$ cat src/rtl/OoO_pkg.sv
// Shared out-of-order core types and the writeback arbiter defaults.
package OoO_pkg;
  localparam int NumFu       = 4;
  localparam int NumWb       = 2;
  localparam int WbFifoDepth = 2;
  localparam int SbIdxW      = 5;

  typedef logic [SbIdxW-1:0] ScoreboardIndex;

  typedef struct packed {
    logic           valid;
    ScoreboardIndex idx;
    logic [31:0]    data;
  } writeback_t;
endpackage

$ cat src/rtl/wb_fifo.sv
// Per-FU result buffer: power-of-two sync FIFO with flush, head visible combinationally.
module wb_fifo #(
  parameter int WIDTH = 37,
  parameter int DEPTH = 2
) (
  input  logic             clock,
  input  logic             reset,
  input  logic             push,
  input  logic             pop,
  input  logic             flush,
  input  logic [WIDTH-1:0] din,
  output logic             full,
  output logic             empty,
  output logic [WIDTH-1:0] head
);
  localparam int AW = $clog2(DEPTH);

  logic [WIDTH-1:0] r_mem [DEPTH];
  logic [AW-1:0]    r_wp, r_rp;
  logic [AW:0]      r_cnt;
  logic             w_push, w_pop;

  assign full   = (r_cnt == (AW+1)'(DEPTH));
  assign empty  = (r_cnt == '0);
  assign head   = r_mem[r_rp];
  assign w_push = push & ~full & ~flush;
  assign w_pop  = pop & ~empty & ~flush;

  always_ff @(posedge clock or negedge reset) begin
    if (!reset) begin
      r_wp  <= '0;
      r_rp  <= '0;
      r_cnt <= '0;
    end else if (flush) begin
      r_wp  <= '0;
      r_rp  <= '0;
      r_cnt <= '0;
    end else begin
      if (w_push) r_wp <= r_wp + 1'b1;
      if (w_pop)  r_rp <= r_rp + 1'b1;
      if (w_push && !w_pop)      r_cnt <= r_cnt + 1'b1;
      else if (w_pop && !w_push) r_cnt <= r_cnt - 1'b1;
    end
  end

  always_ff @(posedge clock) begin
    if (w_push) r_mem[r_wp] <= din;
  end
endmodule

$ cat src/rtl/wb_arbiter.sv
// Round-robin writeback arbiter: NUM_FU buffered result sources onto NUM_WB scoreboard ports.
module wb_arbiter
  import OoO_pkg::*;
#(
  parameter int NUM_FU     = NumFu,
  parameter int NUM_WB     = NumWb,
  parameter int FIFO_DEPTH = WbFifoDepth
) (
  input  logic                         clock,
  input  logic                         reset,
  input  logic                         flush,
  input  logic [NUM_FU-1:0]            fu_valid,
  output logic [NUM_FU-1:0]            fu_ready,
  input  logic [NUM_FU-1:0][31:0]      fu_data,
  input  ScoreboardIndex [NUM_FU-1:0]  fu_idx,
  output writeback_t [NUM_WB-1:0]      wb,
  output logic [31:0]                  conflict_cnt
);
  localparam int          PW  = $clog2(NUM_FU);
  localparam int          EW  = $bits(ScoreboardIndex) + 32;
  localparam logic [3:0]  WBN = 4'(NUM_WB);

  logic [NUM_FU-1:0]          w_full, w_empty, w_ne, w_push, w_gnt;
  logic [NUM_FU-1:0][EW-1:0]  w_head;
  logic [NUM_FU-1:0][PW-1:0]  w_dist;
  logic [NUM_FU-1:0][3:0]     w_rank;
  logic [3:0]                 w_ne_cnt;
  logic [PW-1:0]              r_rr, w_last, w_ldist, w_rr_nxt;
  logic                       w_any;
  logic [31:0]                r_conflict;

  assign fu_ready     = ~w_full & {NUM_FU{reset & ~flush}};
  assign w_push       = fu_valid & fu_ready;
  assign w_ne         = ~w_empty;
  assign conflict_cnt = r_conflict;

  for (genvar g = 0; g < NUM_FU; g++) begin : g_fifo
    wb_fifo #(.WIDTH(EW), .DEPTH(FIFO_DEPTH)) u_fifo (
      .clock (clock),
      .reset (reset),
      .push  (w_push[g]),
      .pop   (w_gnt[g]),
      .flush (flush),
      .din   ({fu_idx[g], fu_data[g]}),
      .full  (w_full[g]),
      .empty (w_empty[g]),
      .head  (w_head[g])
    );
  end

  // Scan position of each FU relative to rr_ptr; rank = non-empty FUs ahead of it in the scan.
  always_comb begin
    int d;
    d = 0;
    for (int i = 0; i < NUM_FU; i++) begin
      d = i - int'(r_rr);
      if (d < 0) d = d + NUM_FU;
      w_dist[i] = PW'(d);
    end
  end

  always_comb begin
    w_rank   = '0;
    w_ne_cnt = '0;
    w_gnt    = '0;
    for (int i = 0; i < NUM_FU; i++) begin
      w_ne_cnt = w_ne_cnt + {3'b0, w_ne[i]};
      for (int j = 0; j < NUM_FU; j++) begin
        if (w_ne[j] && (w_dist[j] < w_dist[i])) w_rank[i] = w_rank[i] + 4'd1;
      end
    end
    for (int i = 0; i < NUM_FU; i++) begin
      w_gnt[i] = w_ne[i] & ~flush & (w_rank[i] < WBN);
    end
  end

  always_comb begin
    wb = '0;
    for (int k = 0; k < NUM_WB; k++) begin
      for (int i = 0; i < NUM_FU; i++) begin
        if (w_gnt[i] && (w_rank[i] == 4'(k))) begin
          wb[k].valid            = 1'b1;
          {wb[k].idx, wb[k].data} = w_head[i];
        end
      end
    end
  end

  always_comb begin
    w_any   = 1'b0;
    w_last  = '0;
    w_ldist = '0;
    for (int i = 0; i < NUM_FU; i++) begin
      if (w_gnt[i] && (!w_any || (w_dist[i] > w_ldist))) begin
        w_any   = 1'b1;
        w_last  = PW'(i);
        w_ldist = w_dist[i];
      end
    end
    w_rr_nxt = (w_last == PW'(NUM_FU - 1)) ? '0 : w_last + 1'b1;
  end

  always_ff @(posedge clock or negedge reset) begin
    if (!reset) begin
      r_rr       <= '0;
      r_conflict <= '0;
    end else begin
      if (w_any) r_rr <= w_rr_nxt;
      if (!flush && (w_ne_cnt > WBN) && (r_conflict != 32'hFFFF_FFFF))
        r_conflict <= r_conflict + 32'd1;
    end
  end
endmodule

$ cat config.mk
export PLATFORM = sky130hd
export DESIGN_NAME = wb_arbiter
export DESIGN_NICKNAME = d
export VERILOG_FILES = /design/src/rtl/OoO_pkg.sv /design/src/rtl/wb_fifo.sv /design/src/rtl/wb_arbiter.sv
export SDC_FILE = /design/constraint.sdc
export NUM_CORES = 1
export LEC_CHECK = 0
export BUFFER_PORTS_ARGS = -buffer_cell sky130_fd_sc_hd__buf_4
export CORE_AREA = 10 10 243 245
export CTS_CLUSTER_DIAMETER = 200
export DETAILED_ROUTE_END_ITERATION = 8
export DIE_AREA = 0 0 253 255
export HOLD_SLACK_MARGIN = 0.12
export PLACE_DENSITY = 0.47
export SLEW_MARGIN = 40
export SYNTH_ARGS = -nofsm -noshare
export SYNTH_HDL_FRONTEND = slang
export SYNTH_SLANG_ARGS = --single-unit
$ cat constraint.sdc
create_clock -name clock -period 5.8 [get_ports clock]
set_clock_uncertainty 0.05 [all_clocks]
set_input_delay 1.16 -clock clock [delete_from_list [all_inputs] [get_ports clock]]
set_output_delay 1.16 -clock clock [all_outputs]
set_load 0.01 [all_outputs]
==> flow_summary.yaml <==
power:
  power.density_nw_per_um2: 337
  power_mw: 6.91
  p_sw_share_pct: 28.8
  worst_case_vdd_ir_drop_uv: 207
  power.share.clock_pct: 38.0
  combinational_power_share_pct: 19.7
  sequentialPowerShare_pct: 42.2
  netSwitchingPower_mw: 1.99
  internal_power_mw: 4.92
  power.static_leakage_nw: 7.51
synth:
  postSynthRegisterBits: 346
  synthArstFlopShare_pct: 14.5
  synth_area_um2: 16100
  synth_sequential_area_ratio_pct: 63.0
  postSynthCellCount: 1180
  synthFlopType: "edfxtp_1"
  synth_area_per_cell_um2: 13.6
  synthTopCellsByArea: "edfxtp_1, dfrtp_1, mux2_2, mux2i_1, o22ai_1"
  synth_top_area_share_pct: 55.2
  post_synth_num_cell_types: 53
  yosys_warnings: 0
  yosysTopAreaCell: "edfxtp_1"
  synth_edf_count: 296
  syn_nets: 1360
setup_path:
  timing.rr.start: "r_rr[0]$_DFFE_PN0P_"
  crit_chain: "inv_1, ha_1, o21ai_0, inv_1, fa_2, o21ba_2, o211ai_1, or3b_4, and4b_1, a311oi_1, o22ai_1, buf_4"
  critPathKind: "register to output port"
  critPathLaunchType: "register"
  cp_slowest_stage_delay_ns: 0.65
  timing.reg2reg.worst_path_depth: 21
  critPathMaxFanout: 38
  regToRegSetupSlack_ns: 0.84
  cp-startpoint: "r_rr[0]$_DFFE_PN0P_"
  critical_path.endpoint_type: "output port"
  crit_arrival_ns: 4.34
  r2r_end: "r_rr[0]$_DFFE_PN0P_"
  timing.critical_path.to: "wb[40]"
  worst_path_most_repeated_cell: "inv_1"
  cp.required_ns: 4.59
  cp_max_delay_cell: "or3b_4"
detailed_routing:
  via_per_inst: 5.17
  final_wirelength_um: 54400
  detailedRoute.firstIterationViolations: 685
  routed-via-count: 11300
  route.antenna.remaining_nets: 0
  final_routed_drc_violation_total: 0
  drt_pass_1_iters: 5
  post_drt_wl_per_cell_um: 25.0
global_route:
  grt_max_degree: 76
  gr-total-overflow: 0
  antenna_found_initial: 16
  via_count_of_the_first_global_routing_pass: 11700
  global_route.usage.total_pct: 16.5
  first_pass_grt_wire_length_um: 78500
cts:
  clock-sinks: 346
  cts_root_buf: "clkbuf_16"
  cts_made_buffers: 43
  post-cts-setup-buffers: 0
  insertion_delay_ns: 0.58
  total_number_of_h_tree_levels: 2
  cts_buffer_depth: 3
  postCtsHoldBufs: 0
  cts_tree: "done"
  cts-resized-gates: 0
  clock_transition_at_path_regs_ns: 0.06
layout:
  most_common_cell_after_layout_fill_and_taps_aside: "edfxtp_1"
  area_growth_from_synthesis_to_layout_pct: 27.2
  post-route-util_pct: 37.6
  final-instance-count-excl-fill: 2178
  n_fill_cell: 5241
  nNetsFinal: 1616
  final_layout_size_suffix_gt1_share_pct: 32.1
  highest_count_cells_in_the_layout_ignoring_fill_and_taps: "edfxtp_1, buf_4, o21ai_0"
place:
  placed_cells: 2093
  dpl.hpwl_um: 36500
  number_of_input_and_output_port_buffers_inserted: 266
  gp_routability_congestion: 0.800
floorplan:
  start_util_pct: 29.6
  area_of_the_die_um2: 64500
  placeableCoreArea_um2: 54400
  io_pins: 267
  rows: 86
  die_h_um: 255
  dieWidth_um: 253
sta:
  layout_min_cycle_time_ns: 5.55
  timing_hold_violations_final: 0
  finalCritPeriodShare_pct: 95.7
  finalMaxSlewViolations: 0
  tns_ns: 0
  tightestPinTransition_ns: 0.798
  fmax_mhz: 180
  fin_hold_ws_ns: 0.436
  rsz0062_at_grt: "false"
  timing.final.setup_violations: 0
  slew-limit-headroom_pct: 46.8
flow_run:
  cap_viol_max_count: 0
outcome:
  status: "finished, final reports clean"
hold_path:
  timing.hold.worst.class: "register to register"
[final cells by class]
| class | instances | area, µm² | share of cell area [%] |
|---|---|---|---|
| sequential | 346 | 10100 | 49.5 |
| antenna | 5 | 12.5 | 0.0611 |
| clock inverter | 27 | 246 | 1.20 |
| tap | 704 | 881 | 4.30 |
| multi-input combinational | 715 | 5620 | 27.4 |
| inverter | 34 | 128 | 0.623 |
| timing repair buffer | 296 | 2310 | 11.3 |
| clock buffer | 51 | 1140 | 5.55 |
[power by group through the flow]
| stage | sequential [mW] | clock [mW] | combinational (mW) |
|---|---|---|---|
| 2_1_floorplan | 2.91 | 0 | 0.768 |
| 3_3_place_gp | 2.97 | 0 | 1.36 |
| 3_5_place_dp | 2.97 | 0 | 1.36 |
| 4_1_cts | 2.92 | 2.71 | 1.37 |
| 5_1_grt | 2.93 | 2.81 | 1.48 |
| 6_report | 2.92 | 2.63 | 1.36 |
[cells by family (layout without fill, tap and decap cells)]
group	after synthesis	after routing	synth area share, %
xor gates and xnor gates	47	47	2.56
and+or+nand+nor	221	221	7.85
AOI/OAI and AO/OA	271	271	11.4
other	0	5	0
muxes	151	151	9.98
DFF	346	346	63.0
buffers and inverters	119	408	3.14
adders and majority gates	25	25	2.13
[flip-flops by register name, summed over array words and instances (netlist names)]
signal               flops
g_fifo.u_fifo.r_wp       4
g_fifo.u_fifo.r_rp       4
g_fifo.u_fifo.r_mem    296
conflict_cnt            32
r_rr                     2
g_fifo.u_fifo.r_cnt      8
[Yosys cell counts (all sizes together) (2+ instances only)]
cell	instances
o22ai	74
fa	4
a21boi	2
o311a	38
ha	21
xnor2	29
o211ai	2
nand3	25
clkbuf	63
nor4	5
and3	7
a311oi	39
mux2i	75
xor2	18
o31ai	2
o21ai	95
nor2	50
or3	4
a21oi	12
nor3	10
edfxtp	296
mux2	76
and4b	38
dfrtp	50
or2	4
inv	34
nand2b	3
o2111ai	3
buf	22
nor2b	5
nand4	6
nand2	59
[metrics by stage]
step	cell area, µm²	setup WS [ns]
after floorplan	16100	1.58
after global placement	19000	0.557
after detailed placement	19000	0.759
after CTS	20400	0.141
after global routing	20500	0.00990
final	20500	0.250
[worst max-delay path: cells and delay by family, from the launching register on]
kind                       cells  cell delay [ns]
AOI/OAI and AO/OA              5             1.16
adders and majority gates      2             0.64
buffers and inverters          3             0.43
DFF                            1             0.49
and+or+nand+nor                2             0.94
[worst min-delay path by stage]
stage	from	endpoint	slack, ns	depth (start not counted)
global route	conflict_cnt[7]$_DFFE_PN0P_	conflict_cnt[7]$_DFFE_PN0P_	0.47	1
finish	conflict_cnt[10]$_DFFE_PN0P_	conflict_cnt[10]$_DFFE_PN0P_	0.44	1
CTS	conflict_cnt[7]$_DFFE_PN0P_	conflict_cnt[7]$_DFFE_PN0P_	0.44	1
global placement	conflict_cnt[7]$_DFFE_PN0P_	conflict_cnt[7]$_DFFE_PN0P_	0.43	1
floorplan	conflict_cnt[10]$_DFFE_PN0P_	conflict_cnt[10]$_DFFE_PN0P_	0.47	1
detailed placement	conflict_cnt[10]$_DFFE_PN0P_	conflict_cnt[10]$_DFFE_PN0P_	0.44	1
[layer usage]
| metal | vias up | part of all wire (%) | global-route usage (%) |
|---|---|---|---|
| li1 | 5145 | - | - |
| met1 | 5603 | 42 | 19.9 |
| met2 | 386 | 48 | 27.5 |
| met3 | 103 | 7.7 | 5.16 |
| met4 | 22 | 2.5 | 5.63 |
| met5 | - | 0.28 | 0 |
Power figures use the tool's default switching activity.
